### src/rtl/rf_wrport_arb.sv
// rtl/rf_wrport_arb.sv - register-file write-port arbiter (retire > ld FIFO, post-reset clear); optional counters under RF_WRPORT_ARB_STATS_EN
module rf_wrport_arb #(
  parameter int NUM_REGS   = 32,
  parameter int ADDR_W     = 5,
  parameter int DATA_W     = 32,
  parameter int FIFO_DEPTH = 4
) (
  input  logic              clk,
  input  logic              reset_n,
  input  logic              rb_wren,
  input  logic [ADDR_W-1:0] rb_wraddr,
  input  logic [DATA_W-1:0] rb_wrdata,
  input  logic              ld_valid,
  output logic              ld_ready,
  input  logic [ADDR_W-1:0] ld_wraddr,
  input  logic [DATA_W-1:0] ld_wrdata,
  output logic              init_busy,
  output logic              rf_wren,
  output logic [ADDR_W-1:0] rf_wraddr,
  output logic [DATA_W-1:0] rf_wrdata
`ifdef RF_WRPORT_ARB_STATS_EN
  ,
  output logic [31:0]       stat_ld_blocked,
  output logic [31:0]       stat_squash,
  output logic [31:0]       stat_rb_preempt
`endif
);

  localparam int PTR_W = (FIFO_DEPTH > 1) ? $clog2(FIFO_DEPTH) : 1;
  localparam int CNT_W = PTR_W + 1;
  localparam logic [CNT_W-1:0]  CNT_FULL = CNT_W'(FIFO_DEPTH);
  localparam logic [ADDR_W-1:0] CLR_LAST = ADDR_W'(NUM_REGS - 1);

  localparam logic [0:0] ST_CLEAR = 1'b0;
  localparam logic [0:0] ST_RUN   = 1'b1;

  logic [0:0]            r_state;
  logic [ADDR_W-1:0]     r_clr_idx;

  logic [FIFO_DEPTH-1:0] r_fifo_vld;
  logic [ADDR_W-1:0]     r_fifo_addr [FIFO_DEPTH];
  logic [DATA_W-1:0]     r_fifo_data [FIFO_DEPTH];
  logic [PTR_W-1:0]      r_rd_ptr;
  logic [PTR_W-1:0]      r_wr_ptr;
  logic [CNT_W-1:0]      r_count;

  logic                  r_rf_wren;
  logic [ADDR_W-1:0]     r_rf_wraddr;
  logic [DATA_W-1:0]     r_rf_wrdata;

  logic                  w_run;
  logic                  w_ready;
  logic                  w_push;
  logic                  w_head_present;
  logic                  w_head_vld;
  logic [ADDR_W-1:0]     w_head_addr;
  logic [DATA_W-1:0]     w_head_data;
  logic                  w_rb_win;
  logic                  w_pop;
  logic                  w_ld_write;
  logic                  w_push_squash;
  logic [FIFO_DEPTH-1:0] w_squash;
  logic [FIFO_DEPTH-1:0] w_pop_mask;

  // Ready comes from the registered count only; a same-cycle pop never opens a slot early.
  assign w_run          = (r_state == ST_RUN);
  assign w_ready        = w_run && (r_count < CNT_FULL);
  assign w_push         = ld_valid && w_ready;

  // Head view: an entry exists when count is nonzero; it may have been invalidated by a squash.
  assign w_head_present = (r_count != '0);
  assign w_head_vld     = w_head_present && r_fifo_vld[r_rd_ptr];
  assign w_head_addr    = r_fifo_addr[r_rd_ptr];
  assign w_head_data    = r_fifo_data[r_rd_ptr];

  // Retire to x0 is not a write, so it neither takes the port nor squashes anything.
  assign w_rb_win       = w_run && rb_wren && (rb_wraddr != '0);

  // An invalid head drains even while retire owns the port; a valid head only drains when it gets the port.
  assign w_pop          = w_run && w_head_present && (!w_head_vld || !w_rb_win);
  assign w_ld_write     = !w_rb_win && w_head_vld && (w_head_addr != '0);

  // An entry arriving in the same cycle as a younger retire write to its register is born dead.
  assign w_push_squash  = w_rb_win && (ld_wraddr == rb_wraddr);

  assign ld_ready       = w_ready;
  assign init_busy      = (r_state == ST_CLEAR);
  assign rf_wren        = r_rf_wren;
  assign rf_wraddr      = r_rf_wraddr;
  assign rf_wrdata      = r_rf_wrdata;

  // Per-entry squash: every still-valid entry aimed at the retiring register loses its valid.
  always_comb begin
    w_squash = '0;
    for (int i = 0; i < FIFO_DEPTH; i++) begin
      w_squash[i] = w_rb_win && r_fifo_vld[i] && (r_fifo_addr[i] == rb_wraddr);
    end
  end

  // One-hot mask of the slot being popped this cycle.
  always_comb begin
    w_pop_mask = '0;
    w_pop_mask[r_rd_ptr] = w_pop;
  end

  // Clear sequencer: walk x1..x(NUM_REGS-1) once, then hand the port to normal arbitration.
  always_ff @(posedge clk or negedge reset_n) begin
    if (!reset_n) begin
      r_state   <= ST_CLEAR;
      r_clr_idx <= ADDR_W'(1);
    end else if (r_state == ST_CLEAR) begin
      r_clr_idx <= r_clr_idx + ADDR_W'(1);
      if (r_clr_idx == CLR_LAST) begin
        r_state <= ST_RUN;
      end
    end
  end

  // FIFO control: entry valids, pointers and occupancy.
  always_ff @(posedge clk or negedge reset_n) begin
    if (!reset_n) begin
      r_fifo_vld <= '0;
      r_rd_ptr   <= '0;
      r_wr_ptr   <= '0;
      r_count    <= '0;
    end else begin
      r_fifo_vld <= r_fifo_vld & ~w_squash & ~w_pop_mask;
      if (w_push) begin
        r_fifo_vld[r_wr_ptr] <= !w_push_squash;
        r_wr_ptr             <= r_wr_ptr + PTR_W'(1);
      end
      if (w_pop) begin
        r_rd_ptr <= r_rd_ptr + PTR_W'(1);
      end
      r_count <= r_count + CNT_W'(w_push) - CNT_W'(w_pop);
    end
  end

  // FIFO payload storage; contents are only meaningful where the valid bit is set.
  always_ff @(posedge clk) begin
    if (w_push) begin
      r_fifo_addr[r_wr_ptr] <= ld_wraddr;
      r_fifo_data[r_wr_ptr] <= ld_wrdata;
    end
  end

  // Registered write command: clear, then retire, then FIFO head; address/data hold when idle.
  always_ff @(posedge clk or negedge reset_n) begin
    if (!reset_n) begin
      r_rf_wren   <= 1'b0;
      r_rf_wraddr <= '0;
      r_rf_wrdata <= '0;
    end else if (r_state == ST_CLEAR) begin
      r_rf_wren   <= 1'b1;
      r_rf_wraddr <= r_clr_idx;
      r_rf_wrdata <= '0;
    end else if (w_rb_win) begin
      r_rf_wren   <= 1'b1;
      r_rf_wraddr <= rb_wraddr;
      r_rf_wrdata <= rb_wrdata;
    end else if (w_ld_write) begin
      r_rf_wren   <= 1'b1;
      r_rf_wraddr <= w_head_addr;
      r_rf_wrdata <= w_head_data;
    end else begin
      r_rf_wren   <= 1'b0;
    end
  end

`ifdef RF_WRPORT_ARB_STATS_EN
  logic [31:0] r_stat_ld_blocked;
  logic [31:0] r_stat_squash;
  logic [31:0] r_stat_rb_preempt;
  logic [31:0] w_squash_cnt;

  function automatic logic [31:0] sat_add(input logic [31:0] a, input logic [31:0] b);
    logic [32:0] s;
    s = {1'b0, a} + {1'b0, b};
    return s[32] ? 32'hFFFF_FFFF : s[31:0];
  endfunction

  // Entries killed this cycle, including one that is squashed on its way in.
  always_comb begin
    w_squash_cnt = 32'(w_push && w_push_squash);
    for (int i = 0; i < FIFO_DEPTH; i++) begin
      w_squash_cnt = w_squash_cnt + 32'(w_squash[i]);
    end
  end

  // Saturating event counters.
  always_ff @(posedge clk or negedge reset_n) begin
    if (!reset_n) begin
      r_stat_ld_blocked <= '0;
      r_stat_squash     <= '0;
      r_stat_rb_preempt <= '0;
    end else begin
      r_stat_ld_blocked <= sat_add(r_stat_ld_blocked, 32'(w_run && ld_valid && !w_ready));
      r_stat_squash     <= sat_add(r_stat_squash, w_squash_cnt);
      r_stat_rb_preempt <= sat_add(r_stat_rb_preempt, 32'(w_rb_win && w_head_vld));
    end
  end

  assign stat_ld_blocked = r_stat_ld_blocked;
  assign stat_squash     = r_stat_squash;
  assign stat_rb_preempt = r_stat_rb_preempt;
`endif

`ifndef SYNTHESIS
  // Retire traffic during the clear sequence is an upstream protocol violation.
  a_no_rb_in_clear: assert property (@(posedge clk) disable iff (!reset_n)
    !((r_state == ST_CLEAR) && rb_wren));
`endif

endmodule

### config.mk
export PLATFORM = sky130hd
export DESIGN_NAME = rf_wrport_arb
export DESIGN_NICKNAME = d
export VERILOG_FILES = /design/src/rtl/rf_wrport_arb.sv
export SDC_FILE = /design/constraint.sdc
export NUM_CORES = 1
export LEC_CHECK = 0
export CAP_MARGIN = 10
export CORE_MARGIN = 2
export CORE_UTILIZATION = 45
export DETAILED_ROUTE_END_ITERATION = 12
export GPL_TIMING_DRIVEN = 0
export PLACE_DENSITY_LB_ADDON = 0.05
export SLEW_MARGIN = 20
export SYNTH_ARGS = -nofsm -noshare
export SYNTH_HDL_FRONTEND = slang
export SYNTH_SLANG_ARGS = --single-unit
### constraint.sdc
create_clock -name clk -period 7.35 [get_ports clk]
set_input_delay 1.8375 -clock clk [delete_from_list [all_inputs] [get_ports clk]]
set_output_delay 1.8375 -clock clk [all_outputs]
set_load 0.05 [all_outputs]
Word level (Yosys, flattened, before mapping)
Memory sizes are Yosys's and may differ from the RTL's.
Cells that the tools add are included.
{ "word_totals": {"reg_bits": 55, "ram_bits": 148, "input_bits": 78, "output_inout_bits": 40, "word_cells": 82, "mem_count": 2} }
{ "mem_list": {"columns": ["memory", "words", "word_bits", "rd", "rd_ports_with_merged_regs", "write_ports", "line", "text"], "rows": [
  ["r_fifo_data", 4, 32, 1, 0, 1, "42", "logic [DATA_W-1:0] r_fifo_data [FIFO_DEPTH];"],
  ["r_fifo_addr", 4, 5, 5, 0, 1, "41", "logic [ADDR_W-1:0] r_fifo_addr [FIFO_DEPTH];"]
]} }
{ "classes": {"n_addsub": 5, "n_lt_le_gt_ge": 5, "n_eq_ne": 7, "n_mux": 21, "bitwise": 6, "n_reduce_logical": 27} }
{ "ops": {"columns": ["operator", "n"], "rows": [
  ["2-to-1 mux 32 bit", 3],
  ["equality test 5 bit", 5],
  ["logical AND 1 bit", 20],
  ["2-to-1 mux 5 bit", 3],
  ["bitwise AND 4 bit", 3],
  ["2-to-1 mux 1 bit", 10],
  ["nonzero test 5 bit", 2],
  ["inverter 4 bit", 2],
  ["less-than comparator 2 x 3 -> 1 bit, second input constant", 2],
  ["adder 5 x 1 -> 5 bit, second input constant", 1],
  ["equality test 5 bit, second input constant", 1],
  ["adder 2 x 1 -> 2 bit, second input constant", 2],
  ["bitwise mux 4 bit", 1],
  ["demux 1 bit (select 2 bit)", 2],
  [">= comparator 2 x 1 -> 1 bit, second input constant", 2],
  ["2-to-1 mux 4 bit", 1],
  ["adder 3 x 1 -> 3 bit", 1],
  ["logical NOT 1 bit", 3],
  ["less-than comparator 3 bit, second input constant", 1],
  ["!= test 3 x 1 -> 1 bit, second input constant", 1],
  ["nonzero test 3 bit", 1],
  ["subtractor 3 x 1 -> 3 bit", 1],
  ["binary-select mux 1 bit (select 2 bit)", 1],
  ["logical OR 1 bit", 1],
  ["inverter 1 bit", 1]
]} }

Logic depth before layout (Yosys ltp)
Gate-level depths: netlist of run 1.
{ "depth": {"word_depth": 11, "mapped_depth": 12} }

Least setup slack after synthesis of run 1
OpenSTA, ideal clock, no wires.
{ "synth_path": {"kind": "input port to flip-flop", "startpoint": "in rb_wraddr[1]", "endpoint": "reg r_count[2]", "t_arrival_ns": 4.403, "required_time_ns": 7.227, "slack_ns": 2.824, "path_stages": 11, "path_buffers": 2, "path_cell_list": "clkbuf_1 or4_1 o21a_1 clkbuf_1 a21oi_1 ha_1 inv_1 ha_1 fa_1 xnor2_1 xnor2_1"} }
{ "synth_via": {"elab_chain_len": 6} }
{ "synth_lines": {"columns": ["item", "line", "text"], "rows": [
  ["from (decl)", "11", "input logic [ADDR_W-1:0] rb_wraddr,"],
  ["nonzero test 5 bit", "77", "assign w_rb_win = w_run && rb_wren && (rb_wraddr != '0);"],
  ["logical AND 1 bit", "77", null],
  ["logical NOT 1 bit", "80", "assign w_pop = w_run && w_head_present && (!w_head_vld || !w_rb_win);"],
  ["logical OR 1 bit", "80", null],
  ["logical AND 1 bit", "80", null],
  ["via w_pop", "59", "logic w_pop;"],
  ["subtractor 3 x 1 -> 3 bit", "135", "r_count <= r_count + CNT_W'(w_push) - CNT_W'(w_pop);"],
  ["to (signal assigned)", "135", null],
  ["to (decl)", "45", "logic [CNT_W-1:0] r_count;"]
]} }
The timed path passes the listed nets, and every way through them passes these cells.
A chain may end at the register's enable or synchronous reset.

Worst setup path in the final report of run 1
{ "layout_path": {"startpoint": "reg r_state", "endpoint": "out init_busy"} }
{ "layout_via": {"elab_chain_len": 1} }
{ "layout_lines": {"columns": ["item", "line", "text"], "rows": [
  ["from (decl)", "37", "logic [0:0] r_state;"],
  ["from (signal assigned)", "109", "r_state <= ST_CLEAR;"],
  ["from (signal assigned)", "114", "r_state <= ST_RUN;"],
  ["inverter 1 bit", null, null],
  ["to (decl)", "17", "output logic init_busy,"]
]} }
No other way between the ends.

==> results of run 1 <==
-- registers in the layout (all words and copies together) (netlist names) --
| register | count |
|---|---|
| r_fifo_data | 128 |
| rf_wrdata | 32 |
| r_fifo_addr | 20 |
| r_clr_idx | 5 |
| rf_wraddr | 5 |
| r_fifo_vld | 4 |
| r_count | 3 |
| r_rd_ptr | 2 |
| r_wr_ptr | 2 |
| r_state | 1 |
| rf_wren | 1 |
-- logic make-up after synthesis --
family	synth area share [%]
DFF	68.2
and+or+nand+nor	4.83
muxes	15.2
AOI/OAI and AO/OA	4.09
buffers and inverters	2.48
xor gates and xnor gates	3.28
adders and majority gates	1.99
-- layer usage --
metal  part of all wire [%]  vias to the layer above  global-route usage (%)
met3                    5.5                       28                    3.64
met2                     50                      149                    32.4
met1                     43                     2517                    25.8
met5                      0                        -                       0
met4                    1.6                        0                    4.26
li1                       -                     2253                       -
-- report_power, final --
group,switching [mW],internal [mW],leakage [nW],total (mW)
logic,0.930,0.678,1.55,1.61
clock network,0.426,0.630,0.339,1.06
registers,0.108,1.49,2.01,1.60
total,1.46,2.80,3.90,4.27
-- path summary, 6_finish.rpt --
check,endpoint,slack (ns),cells past startpoint
hold reg to reg,rf_wrdata[29]$_DFFE_PN0P_,0.49,1
min in group asynchronous,rf_wrdata[11]$_DFFE_PN0P_,1.18,1
setup reg to reg,r_count[2]$_DFF_PN0_,3.95,9
max in group asynchronous,r_clr_idx[0]$_DFFE_PN1N_,5.64,2
hold / removal,rf_wrdata[29]$_DFFE_PN0P_,0.49,1
setup / recovery,init_busy,2.36,5
-- area by class of cell --
class / instances / area [um2]
Clock buffer: 28 / 583
Tap cell: 234 / 293
Sequential cell: 203 / 5820
Clock inverter: 11 / 110
Buffer: 33 / 159
Timing Repair Buffer: 116 / 1220
Multi-Input combinational cell: 279 / 2510
Fill cell: 1460 / 7900
Inverter: 14 / 52.6
-- cells in the mapped netlist --
library cell  count
a21oi_1          33
and2_1            1
buf_1             5
or4_1             1
or3_1             1
o41ai_1           4
nand4_1           1
buf_4             1
buf_2             1
mux4_2           38
inv_1            14
nand2_1          79
o21ai_0           7
a31oi_1           3
nand3_1           6
edfxtp_1        148
and3_1            1
o41ai_4           1
xor2_1           10
nor4_1            1
o21a_1            1
nor2_1            8
a211o_1           4
or2_2             1
or4_4             1
o211ai_1          1
a221oi_1          2
clkbuf_1         22
mux2_2           20
xnor2_1          22
dfstp_2           1
dfrtp_1          54
buf_6             4
fa_1              1
ha_1             12
mux2_1           19
==> flow_summary.ini, run 1 <==
[global_routing]
antenna_found_initial = 0
grt_overflow = 0
grt_max_degree = 48
grtUsageTotal_pct = 19.1
grt_first_pass_wirelength_um = 29200
grt_pass1_vias = 5191

[die]
row_count = 50
die_width_um = 142
die_h_um = 142
io_pins = 118
start_util_pct = 45.8
core_um2 = 18600
dieArea_um2 = 20100

[timing]
max_freq_mhz = 200
slew_viol_final = 0
setup_ws_ns = 2.36
finalCritPeriodShare_pct = 67.9
finalSetupViolCount = 0
finalWorstPathRequiredPeriod_ns = 4.99
skew_ns = 0.00736
slew_headroom_pct = 37.7
setup_tns_ns = 0
rsz0062_at_grt = no
finalHoldViolations = 0
holdWs_ns = 0.485
max_slew.worst_pin.slew_ns = 0.934

[synth]
synth.avg_cell_area_um2 = 16.1
netlist_area_um2 = 8540
postSynthNetCount = 620
synth-seq-cells = 203
ys_seq_area_share_pct = 68.2
synth_area_leaders = edfxtp_1 (52%), dfrtp_1 (16%), mux4_2 (10%)
synth_area_leader_cell = edfxtp_1
ys_warn_count = 0
syn_inst = 529
synth.distinct_cells = 36
synth_top_area_share_pct = 52.0

[critical_path]
crit_type = reg2out
cp_slowest_cell = clkdlybuf4s50_1
r2r_start = r_rd_ptr[1]$_DFFE_PN0P_
crit_fanout = 10
cpMostUsedCell = clkbuf_1
worst-endpoint-arrival_ns = 3.16
crit_required_ns = 5.51
end_kind = primary output
cp-startpoint = r_state$_DFF_PN0_
slowest_delay_ns = 0.90
path_delay_family = buffers and inverters
start_kind = flip-flop
critPathBufInv = 5
crit_path_cell_trace = clkbuf_1, inv_1, clkbuf_1, clkbuf_1, clkdlybuf4s50_1

[clocking]
cts_tree = built
clkLatencyLatePin_ns = 0.50
cts_hold_buffers = 0
cts_root_buffer = clkbuf_16
cts_made_buffers = 22
post_cts_buffers = 0
clockBufferDepth = 3
htreeDepth = 1
path_clk_slew_ns = 0.06
cts_num_sinks = 203
cts-resized-gates = 0

[power]
power_mw = 4.27
leakagePower_nw = 3.90
vdd.ir_drop.worst_mv = 0.225
pwr_density_cell_nw_per_um2 = 397

[placement]
dpl.cell_count = 879
dp_worst_setup_slack_ns = 2.21
io_buffers = 111
gp_congestion = 0.822
post_dp_cell_area_um2 = 10000
hpwl_um = 12500

[final_layout]
drive_gt1_share_pct = 15.6
diodes = 0
finalNonFillerCells = 918
utilization_pct = 57.6
fin_nets = 760
layout_commonest_cell = edfxtp_1
layout_common_cells = edfxtp_1 (148), clkdlybuf4s50_1 (110), nand2_1 (79)
final_cell_area_um2 = 10700
syn2layout_area_growth_pct = 25.8

[routing]
vias = 4947
first_pass_iters = 5
ant_nets = 0
vias_per_cell = 5.39
drt_iter0_markers = 358
routedWlPerCell_um = 20.3
routed_wl_um = 18700
drc = 0

[hold_path]
hold_start = rf_wrdata[29]$_DFFE_PN0P_
hold_class = reg2reg

[outcome]
outcome = finished clean

[flow_run]
maxCapViolations = 0
No activity file was read; power rests on OpenSTA's default activity.
==> run 2, diff against run 1 <==
==> constraint.sdc (replaced) <==
create_clock -name clk -period 4.05 [get_ports clk]
set_input_delay 1.0125 -clock clk [delete_from_list [all_inputs] [get_ports clk]]
set_output_delay 1.0125 -clock clk [all_outputs]
set_load 0.05 [all_outputs]
==> flow_summary.ini, run 2 (synthesis gave the netlist of run 1 again) <==
[critical_path]
cp_slowest_cell = a21oi_1
reg2reg_slack_ns = 0.62
cp-startpoint = rb_wraddr[1]
critPathBufInv = 3
crit_type = in2reg
path_delay_family = compound AO/OA/AOI/OAI gates
end_kind = flip-flop
ff2ff_path_depth = 9
crit_path_cell_trace = clkbuf_1, or4_1, o21a_1, clkbuf_1, a21oi_1, ha_1, inv_1, ha_1, fa_1, xnor2_1, xnor2_1
worst-endpoint-arrival_ns = 4.21
crit_required_ns = 4.48
r2r_start = r_rd_ptr[1]$_DFFE_PN0P_
crit_fanout = 8
slowest_delay_ns = 0.73
start_kind = input pin
timing.rr.end = r_count[2]$_DFF_PN0_

[final_layout]
layout_commonest_cell = edfxtp_1
drive_gt1_share_pct = 15.8
diodes = 0
regMostFlops = r_fifo_data
finalNonFillerCells = 917
layout_common_cells = edfxtp_1 (148), clkdlybuf4s50_1 (110), nand2_1 (79)
syn2layout_area_growth_pct = 25.8
largest_reg_flops = 128
fin_nets = 759

[routing]
first_pass_iters = 4
vias_per_cell = 5.39
vias = 4943
drt_iter0_markers = 359
drc = 0
ant_nets = 0
routedWlPerCell_um = 20.3
routed_wl_um = 18600

[outcome]
outcome = finished clean

[global_routing]
grt_overflow = 0
grt_max_degree = 48
antenna_found_initial = 0
grt_pass1_vias = 5194
grtUsageTotal_pct = 19.1
grt_first_pass_wirelength_um = 29200

[clocking]
cts_tree = built
cts_root_buffer = clkbuf_16
post_cts_buffers = 0
clkLatencyLatePin_ns = 0.50
path_clk_slew_ns = 0.06
clockBufferDepth = 3
cts_num_sinks = 203
cts_made_buffers = 22
htreeDepth = 1

[die]
die_width_um = 142
start_util_pct = 45.8
dieArea_um2 = 20100
row_count = 50
core_um2 = 18600
io_pins = 118
die_h_um = 142

[timing]
holdWs_ns = 0.351
setup_ws_ns = 0.267
max_freq_mhz = 264
rsz0062_at_grt = no
finalSetupViolCount = 0
max_slew.worst_pin.slew_ns = 0.942
slew_viol_final = 0
finalHoldViolations = 0
slew_headroom_pct = 37.2
finalWorstPathRequiredPeriod_ns = 3.78
finalCritPeriodShare_pct = 93.4
skew_ns = 0.00644

[flow_run]
maxCapViolations = 0

[placement]
io_buffers = 111
gp_congestion = 0.822
dpl.cell_count = 879
hpwl_um = 12500
dp_worst_setup_slack_ns = -0.261

[power]
leakagePower_nw = 3.88
vdd.ir_drop.worst_mv = 0.408
pwr_density_cell_nw_per_um2 = 720

[hold_path]
hold_class = in2async
-- run 2: how the worst max path moves through the flow --
stage,to,slack [ns],cells past startpoint
detailed placement,r_count[2]$_DFF_PN0_,-0.26,11
global route,r_count[2]$_DFF_PN0_,0.04,11
floorplan,r_count[2]$_DFF_PN0_,0.35,11
finish,r_count[2]$_DFF_PN0_,0.27,11
CTS,init_busy,0.05,4
global placement,r_count[2]$_DFF_PN0_,-0.14,11
-- run 2: layout make-up --
| cell class | count | area (um2) |
|---|---|---|
| clock inverters | 11 | 110 |
| inverters | 14 | 56.3 |
| well taps | 234 | 293 |
| clock buffers | 28 | 583 |
| plain buffers | 32 | 155 |
| multi-input cells | 279 | 2510 |
| repair buffers | 116 | 1220 |
| flip-flops and latches | 203 | 5820 |
| fillers | 1462 | 7900 |
-- run 2: worst register-to-register path, cell delays in order, from the launching register on --
cell and delay (ns):
dfrtp_1 0.51, buf_1 0.58, mux4_2 0.43, a21oi_1 0.65, ha_1 0.22, inv_1 0.04, ha_1 0.19, fa_1 0.40
xnor2_1 0.20, xnor2_1 0.14
-- run 2: stage by stage --
step	utilization [%]	setup TNS, ns	area, um2	power [mW]
after global placement	53.3	-1.29	9940	5.82
after CTS	57.6	0	10700	7.84
after detailed placement	53.9	-0.354	10000	5.91
after global routing	57.6	0	10700	8.13
final	57.6	0	10700	7.74
after floorplan	-	0	8540	4.93
-- run 2: per-layer routing --
metal	wire (um)	vias to the layer above	global-route usage, %
li1	-	2256	-
met1	8020	2511	25.8
met2	9280	152	32.4
met3	992	24	3.71
met4	295	0	4.26
met5	0	-	0
-- run 2: what timing repair did --
item | CTS | global route
pin swaps | 0 | 0
hold buffers | 0 | 0
endpoints found under the setup margin | 1 | 1
cloned | 0 | 0
gates resized for setup | 0 | 1
-- run 2: where the power goes --
part,switching [mW],total [mW],internal [mW]
Clock,0.771,1.91,1.14
Combinational,1.69,2.92,1.23
Sequential,0.196,2.91,2.71
==> run 3, diff against run 2 <==
--- a/config.mk
+++ b/config.mk
@@ -10,6 +10,7 @@
 export CORE_UTILIZATION = 45
 export DETAILED_ROUTE_END_ITERATION = 12
 export GPL_TIMING_DRIVEN = 0
+export HOLD_SLACK_MARGIN = 0.15
 export PLACE_DENSITY_LB_ADDON = 0.05
 export SLEW_MARGIN = 20
 export SYNTH_ARGS = -nofsm -noshare
==> results of run 3 <==
Same layout as run 2: the final DEF is identical, and so are final timing and power.
